==> config.mk <==
export PLATFORM = sky130hd
export DESIGN_NAME = vga_timing_gen
export DESIGN_NICKNAME = d
export VERILOG_FILES = /design/src/rtl/vga_pkg.sv /design/src/rtl/pixel_tick_gen.sv /design/src/rtl/vga_timing_gen.sv
export SDC_FILE = /design/constraint.sdc
export NUM_CORES = 1
export LEC_CHECK = 0
export BUFFER_PORTS_ARGS = -buffer_cell sky130_fd_sc_hd__buf_2
export CORE_ASPECT_RATIO = 1.75
export CORE_MARGIN = 10
export CORE_UTILIZATION = 30
export CTS_BUF_LIST = sky130_fd_sc_hd__clkbuf_16
export DETAILED_ROUTE_END_ITERATION = 8
export SLEW_MARGIN = 5
export SYNTH_ARGS = -nofsm -noshare
export SYNTH_HDL_FRONTEND = slang
export SYNTH_SLANG_ARGS = --single-unit
==> constraint.sdc <==
create_clock -name clk -period 1.6 [get_ports clk]
set_input_delay 0.16 -clock clk [delete_from_list [all_inputs] [get_ports clk]]
set_output_delay 0.16 -clock clk [all_outputs]
set_load 0.02 [all_outputs]
==> src/rtl/vga_pkg.sv <==
// VGA timing defaults and the sync bundle shared
// between the timing generator and pattern stages.
package vga_pkg;

  localparam int CLK_DIV_D    = 4;
  localparam int H_DISP_D     = 640;
  localparam int H_FP_D       = 16;
  localparam int H_SYNC_D     = 96;
  localparam int H_BP_D       = 48;
  localparam int V_DISP_D     = 480;
  localparam int V_FP_D       = 10;
  localparam int V_SYNC_D     = 2;
  localparam int V_BP_D       = 33;
  localparam int SYNC_DELAY_D = 2;
  localparam int CW           = 11;

  typedef struct packed {
    logic hsync;
    logic vsync;
    logic video_on;
  } vga_sync_t;

  function automatic vga_sync_t sync_idle(
    input logic pol
  );
    vga_sync_t s;
    s.hsync    = ~pol;
    s.vsync    = ~pol;
    s.video_on = 1'b0;
    return s;
  endfunction

endpackage

==> src/rtl/pixel_tick_gen.sv <==
// Mod-CLK_DIV divider producing a registered
// one-clk pixel strobe.
module pixel_tick_gen #(
  parameter int CLK_DIV = 4
) (
  input  logic clk,
  input  logic reset_n,
  output logic p_tick
);

  localparam int DW = (CLK_DIV > 1) ? $clog2(CLK_DIV) : 1;
  localparam logic [DW-1:0] DMAX = DW'(CLK_DIV - 1);

  logic [DW-1:0] div;
  logic          last;

  assign last = (div == DMAX);

  always_ff @(posedge clk or negedge reset_n) begin
    if (!reset_n) begin
      div    <= '0;
      p_tick <= 1'b0;
    end else begin
      p_tick <= last;
      div    <= last ? '0 : div + DW'(1);
    end
  end

endmodule

==> src/rtl/vga_timing_gen.sv <==
// VGA raster timing: pixel x/y counters, sync and
// blanking, plus a short delay line for RGB alignment.
module vga_timing_gen
  import vga_pkg::*;
#(
  parameter int CLK_DIV    = CLK_DIV_D,
  parameter int H_DISP     = H_DISP_D,
  parameter int H_FP       = H_FP_D,
  parameter int H_SYNC     = H_SYNC_D,
  parameter int H_BP       = H_BP_D,
  parameter int V_DISP     = V_DISP_D,
  parameter int V_FP       = V_FP_D,
  parameter int V_SYNC     = V_SYNC_D,
  parameter int V_BP       = V_BP_D,
  parameter bit SYNC_POL   = 1'b0,
  parameter int SYNC_DELAY = SYNC_DELAY_D
) (
  input  logic          clk,
  input  logic          reset_n,
  output logic          p_tick,
  output logic [CW-1:0] x,
  output logic [CW-1:0] y,
  output logic          hsync,
  output logic          vsync,
  output logic          video_on,
  output logic          frame_start,
  output logic          hsync_d,
  output logic          vsync_d,
  output logic          video_on_d
);

  localparam int H_TOT = H_DISP + H_FP + H_SYNC + H_BP;
  localparam int V_TOT = V_DISP + V_FP + V_SYNC + V_BP;

  localparam logic [CW-1:0] HMAX  = CW'(H_TOT - 1);
  localparam logic [CW-1:0] VMAX  = CW'(V_TOT - 1);
  localparam logic [CW-1:0] HD    = CW'(H_DISP);
  localparam logic [CW-1:0] VD    = CW'(V_DISP);
  localparam logic [CW-1:0] HS_LO = CW'(H_DISP + H_FP);
  localparam logic [CW-1:0] HS_HI = CW'(H_DISP + H_FP + H_SYNC - 1);
  localparam logic [CW-1:0] VS_LO = CW'(V_DISP + V_FP);
  localparam logic [CW-1:0] VS_HI = CW'(V_DISP + V_FP + V_SYNC - 1);

  if (H_TOT > 2047 || V_TOT > 2047) begin : g_bad_tot
    $error("vga_timing_gen: H_TOTAL/V_TOTAL exceed 2047");
  end
  if (SYNC_DELAY < 0 || SYNC_DELAY > 4) begin : g_bad_dly
    $error("vga_timing_gen: SYNC_DELAY must be 0..4");
  end
  if (CLK_DIV < 1) begin : g_bad_div
    $error("vga_timing_gen: CLK_DIV must be >= 1");
  end

  logic          tick;
  logic [CW-1:0] h_cnt;
  logic [CW-1:0] v_cnt;
  logic [CW-1:0] h_nxt;
  logic [CW-1:0] v_nxt;
  logic          h_wrap;
  logic          v_wrap;
  vga_sync_t     sync_nxt;
  vga_sync_t     sync_q;
  vga_sync_t     sync_d;

  pixel_tick_gen #(
    .CLK_DIV(CLK_DIV)
  ) u_tick (
    .clk    (clk),
    .reset_n(reset_n),
    .p_tick (tick)
  );

  always_comb begin
    h_wrap = (h_cnt == HMAX);
    v_wrap = (v_cnt == VMAX);
    h_nxt  = h_cnt;
    v_nxt  = v_cnt;
    if (tick) begin
      h_nxt = h_wrap ? '0 : h_cnt + CW'(1);
      if (h_wrap) begin
        v_nxt = v_wrap ? '0 : v_cnt + CW'(1);
      end
    end
  end

  // Decode from the next count so sync/blank land with x/y.
  always_comb begin
    sync_nxt.hsync = (h_nxt >= HS_LO && h_nxt <= HS_HI)
                   ? SYNC_POL : ~SYNC_POL;
    sync_nxt.vsync = (v_nxt >= VS_LO && v_nxt <= VS_HI)
                   ? SYNC_POL : ~SYNC_POL;
    sync_nxt.video_on = (h_nxt < HD) && (v_nxt < VD);
  end

  always_ff @(posedge clk or negedge reset_n) begin
    if (!reset_n) begin
      h_cnt       <= '0;
      v_cnt       <= '0;
      sync_q      <= sync_idle(SYNC_POL);
      frame_start <= 1'b0;
    end else begin
      h_cnt       <= h_nxt;
      v_cnt       <= v_nxt;
      sync_q      <= sync_nxt;
      frame_start <= tick && h_wrap && v_wrap;
    end
  end

  if (SYNC_DELAY == 0) begin : g_nodly
    assign sync_d = sync_q;
  end else begin : g_dly
    vga_sync_t pipe [SYNC_DELAY];

    always_ff @(posedge clk or negedge reset_n) begin
      if (!reset_n) begin
        for (int i = 0; i < SYNC_DELAY; i++) begin
          pipe[i] <= sync_idle(SYNC_POL);
        end
      end else begin
        pipe[0] <= sync_q;
        for (int i = 1; i < SYNC_DELAY; i++) begin
          pipe[i] <= pipe[i-1];
        end
      end
    end

    assign sync_d = pipe[SYNC_DELAY-1];
  end

  assign p_tick     = tick;
  assign x          = h_cnt;
  assign y          = v_cnt;
  assign hsync      = sync_q.hsync;
  assign vsync      = sync_q.vsync;
  assign video_on   = sync_q.video_on;
  assign hsync_d    = sync_d.hsync;
  assign vsync_d    = sync_d.vsync;
  assign video_on_d = sync_d.video_on;

endmodule

After elaboration in Yosys (flattened, before gate mapping)
Cells that the tools add are included.
{ "op_classes": {"reduce_logical": 5, "eq_ne": 3, "add_sub_neg": 3, "muxes": 8, "magnitude_cmp": 6} }
{ "ops": {"columns": ["operator", "count"], "rows": [
  ["$mux 11", 5],
  ["$add 11x1->11 const B", 2],
  ["$eq 11x10->1 const B", 2],
  ["$ge 11x10->1 const B", 1],
  ["$ge 11x9->1 const B", 1],
  ["$le 11x10->1 const B", 1],
  ["$le 11x9->1 const B", 1],
  ["$lt 11x10->1 const B", 1],
  ["$lt 11x9->1 const B", 1],
  ["$logic_and 1x1->1", 5],
  ["$add 2x1->2 const B", 1],
  ["$eq 2x2->1 const B", 1],
  ["$mux 1", 2],
  ["$mux 2", 1]
]} }
{ "word_totals": {"elab_cells": 39, "ff_bits": 35, "in_bits": 2, "out_inout_bits": 30} }

Depth between registers and ports, before layout
{ "logic_depth": {"word_depth": 7, "mapped_depth": 8, "mapped_depth_nobuf": 7} }

Cells and area by module
From an unflattened synthesis, not the netlist that was laid out.
{ "hier_totals": {"cells_unflattened": 174, "area_unflattened_um2": 1756.7} }
{ "modules_own_cells": {"columns": ["mod", "area_each_um2", "cells_per_inst", "n_inst", "seq_area_each_um2"], "rows": [
  ["vga_timing_gen", 1665.3, 169, 1, 808.3],
  ["pixel_tick_gen", 91.3, 5, 1, 75.1]
]} }

Worst setup path after synthesis
OpenSTA, ideal clock, no wires.
{ "synth_path": {"path_kind": "flip-flop to flip-flop", "from": "register h_cnt[0] (netlist: x[0])", "to": "register sync_q, in the netlist vsync", "t_arrival_ns": 1.748, "slack_ns": -0.241, "setup_ns": 0.092, "path_buffers": 0, "synth_period_minus_slack_ns": 1.841, "path_stages_with_launch": 7, "required_time_ns": 1.508, "cell_sequence": "dfrtp_1 > ha_1 > and2_2 > nand4_4 > or3_1 > a211oi_2 > nand4b_1"} }
{ "synth_lines": {"columns": ["element", "line", "text"], "rows": [
  ["start, declared", "vga_timing_gen.sv:55", "logic [CW-1:0] h_cnt;"],
  ["start signal, assigned", "vga_timing_gen.sv:102", "h_cnt <= h_nxt;"],
  ["end signal, assigned", "vga_timing_gen.sv:99", "sync_q <= sync_idle(SYNC_POL);"],
  ["end signal, assigned", "vga_timing_gen.sv:104", "sync_q <= sync_nxt;"],
  ["end, declared", "vga_timing_gen.sv:62", "vga_sync_t sync_q;"]
]} }

==> run metrics <==
Max-Cap Viols=0; Period minus WS final=~1700 ps; Critical Path Start Type=flop; Synth async-reset ratio=1.00; CP Capture Type=flop; Final ANT Viol Nets=0; internal power=1620 uW; height of the die=about 120 um; Worst-Margin Slew=about 450 ps; top cell type's share of synthesized area=0.421; crit path max-delay cell type=dfrtp_2; vias in the first global route=around 1600; crit path DAT=1910 ps; # diodes=0; hold_ws=between 300 and 400 ps; Req. time, crit path=1790 ps; Pre-antenna DRT Iters=4; Worst Path Max Fanout=7; final hold vios=0; Worst path max stage delay=390 ps; final setup fails=6; Max transition margin=0.701; Starting Density=0.308; status=complete, but fails checks; row cnt=36; Top-Level Pins=32; Critical Path Start=x[10]$_DFF_PN0_; drt total wl=4.76 mm; Finished Layout Cells=about 320; clock tree sinks=35; Main synth FF type=dfrtp_1; hold_sp=g_dly.pipe[3]$_DFF_PN0_; total core area=approximately 5600 um2; Top delay family on crit path=simple AND/OR/NAND/NOR gates; Placed Cells=308; failing checks=negative setup slack; YS warnings=0; synthesized area=between 1500 and 2000 um2; Leak=roughly 0.0012 uW; Comb pwr share=0.011; post-synth top area cell=dfrtp_1; Reg power frac=0.447; vias=about 1500; Routed WL per cell=roughly 15 um; register area=893 um2; GRT Overall Usage=0.106; Initial DRC Count=57; highest clock rate=just under 0.6 GHz; synthesized area per cell=10.7 um2; Yosys reg bits=35; gpl congestion=around 0.84; CTS tree=built; VDD IR max=~0.53 mV; RSZ-0062 raised after global routing=true; count of cell types in the netlist=44; Bufs on Longest Clock Path=2; global-route wire length before repair=around 8 mm; clock latency on the worst-skew pair=between 200 and 300 ps; Synth Net Count=167; die width=roughly 77 um; Area contributors post-synth=dfrtp_1 42%, dfstp_2 9.2%, xnor2_1 5.1%, nand3_1 4.1%, ha_1 2.9%; gr ovfl total=0; Hold/Removal Path Class=flop to flop; Psw=367 uW; post-route cell area=~2700 um2; Final Max Tran Viols=0; Setup Crit Path Kind=flop to flop; Fin Clk Skew=3.35 ps; Filler Cells Inserted=~550; die area=9290 um2; largest net degree at the start of global routing=36; Sw Share=0.185; Power Total=approximately 2000 uW; layout net count=roughly 250; buffers and inverters on the worst path=0; Layout Utilization=0.479; Multi-input gate area=about 960 um2; crit-path cells=and4bb_4 -> nand4_4 -> or3_4 -> a211oi_2 -> nand4b_1; Syn Inst Count=161; crit path setup slack, layout=-120 ps; share of the yosys chip area belonging to registers=0.513; antenna violations before repair=0; Synth-to-Final Area Change=55.4%; Post-synth EDFFs=0; Pwr Density=741 nW/um2; worst r2r src=x[10]$_DFF_PN0_; Post-DP Area=around 2300 um2; DR vias/cell=4.70; DRC violation count after routing=0; fraction of layout cells with a size suffix above 1=0.557; Clock Tree Root=clkbuf_16; CTS clk-pin slew, worst paths=50 ps; Port Buffers=31; H-Tree Depth=2; Clock Power Share=0.542; Post-DP HPWL=around 3.5 mm; Final Cycle Share=1.08; CTS buffer count=5
## per-stage QoR
stage               TNS (ps)  setup WS, ps
floorplan               -268         -93.3
global placement        -436          -119
detailed placement      -558          -160
CTS                     -483          -110
global route           -1020          -196
finish                  -416          -120
## logic make-up (layout without fill, tap and decap cells)
| group | Yosys count | count (layout) | share of synthesized area |
|---|---|---|---|
| AND/OR/NAND/NOR | 75 | 75 | 0.270 |
| AO/OA/AOI/OAI | 23 | 23 | 0.0930 |
| flip-flops | 35 | 35 | 0.513 |
| buffers and inverters | 11 | 96 | 0.0290 |
| XOR/XNOR | 13 | 13 | 0.0661 |
| adder cells (fa/ha/maj) | 4 | 4 | 0.0290 |
## layer usage
layer,vias to the layer above,wire length (um),global-route usage
met5,-,0,0
met4,0,108,0.0516
met3,8,206,0.0289
met2,33,2590,0.190
met1,723,1850,0.110
li1,749,-,-
## Yosys cell counts (all sizes together), types with 2 or more instances
cell and instances:
and2 5, nand3 14, nand4 7, or3 2, nand3b 2, xor2 3
dfstp 6, dfrtp 29, and3 6, o21a 2, nor3 3, and4 2
nand2 12, a21oi 3, and4bb 2, inv 7, nand2b 2, buf 3
xnor2 10, nor4 4, ha 4, o21ai 9, or2 2, nor2 7
a211oi 3
## state kept, by name, indices dropped and copies added (netlist names)
| register | cells |
|---|---|
| hsync | 1 |
| video_on_d | 1 |
| u_tick.div | 2 |
| y | 11 |
| g_dly.pipe | 3 |
| u_tick.p_tick | 1 |
| frame_start | 1 |
| vsync_d | 1 |
| hsync_d | 1 |
| video_on | 1 |
| x | 11 |
| vsync | 1 |
## what timing repair did
item | CTS | global route
pin swaps | 7 | 10
setup buffers | 3 | 1
gates cloned | 1 | 0
gates resized for setup | 12 | 21
hold endpoints to repair | 29 | 0
hold buffers | 1 | 0
setup endpoints to repair | 9 | 13
## power groups by stage
| stage | clock network [uW] | logic, uW | registers (uW) |
|---|---|---|---|
| 6_report | 1080 | 21.2 | 887 |
| 5_1_grt | 1150 | 25.7 | 886 |
| 4_1_cts | 1110 | 23.0 | 886 |
| 3_5_place_dp | 0 | 21.2 | 901 |
| 3_3_place_gp | 0 | 21.0 | 901 |
| 2_1_floorplan | 0 | 0.000301 | 902 |
## path summary, 6_finish.rpt
| path | endpoint | slack [ps] | cells after the start |
|---|---|---|---|
| setup / recovery | vsync$_DFF_PN1_ | -120 | 5 |
| hold / removal | video_on_d$_DFF_PN0_ | 340 | 0 |
| setup reg to reg | vsync$_DFF_PN1_ | -120 | 5 |
| hold reg to reg | video_on_d$_DFF_PN0_ | 340 | 0 |
| max in group asynchronous | vsync_d$_DFF_PN1_ | 800 | 3 |
| min in group asynchronous | x[2]$_DFF_PN0_ | 450 | 3 |
## cell type report
| class | instances | share of cell area |
|---|---|---|
| Multi-Input combinational cell | 115 | 0.359 |
| Sequential cell | 35 | 0.334 |
| Tap cell | 76 | 0.0355 |
| Clock inverter | 3 | 0.0145 |
| Timing Repair Buffer | 81 | 0.201 |
| Clock buffer | 5 | 0.0467 |
| Inverter | 7 | 0.00981 |
## cells in the final DEF, fill, tap and decap left out, types with 3 or more instances in the layout
cell type and count:
buf_4 46, dfrtp_1 21, a211oi_2 3, o21ai_0 5
buf_2 32, o21ai_1 4, clkbuf_16 5, xor2_1 3
nor2_1 6, nor3_1 3, and2_1 4, nand4_1 6
dfstp_2 6, nand3_2 6, dfrtp_2 8, nor4_4 3
xnor2_1 9, nand3_1 6, inv_1 6, nand2_1 11
ha_1 3, and3_1 4
Note: power is estimated with default switching activity, not from simulation.
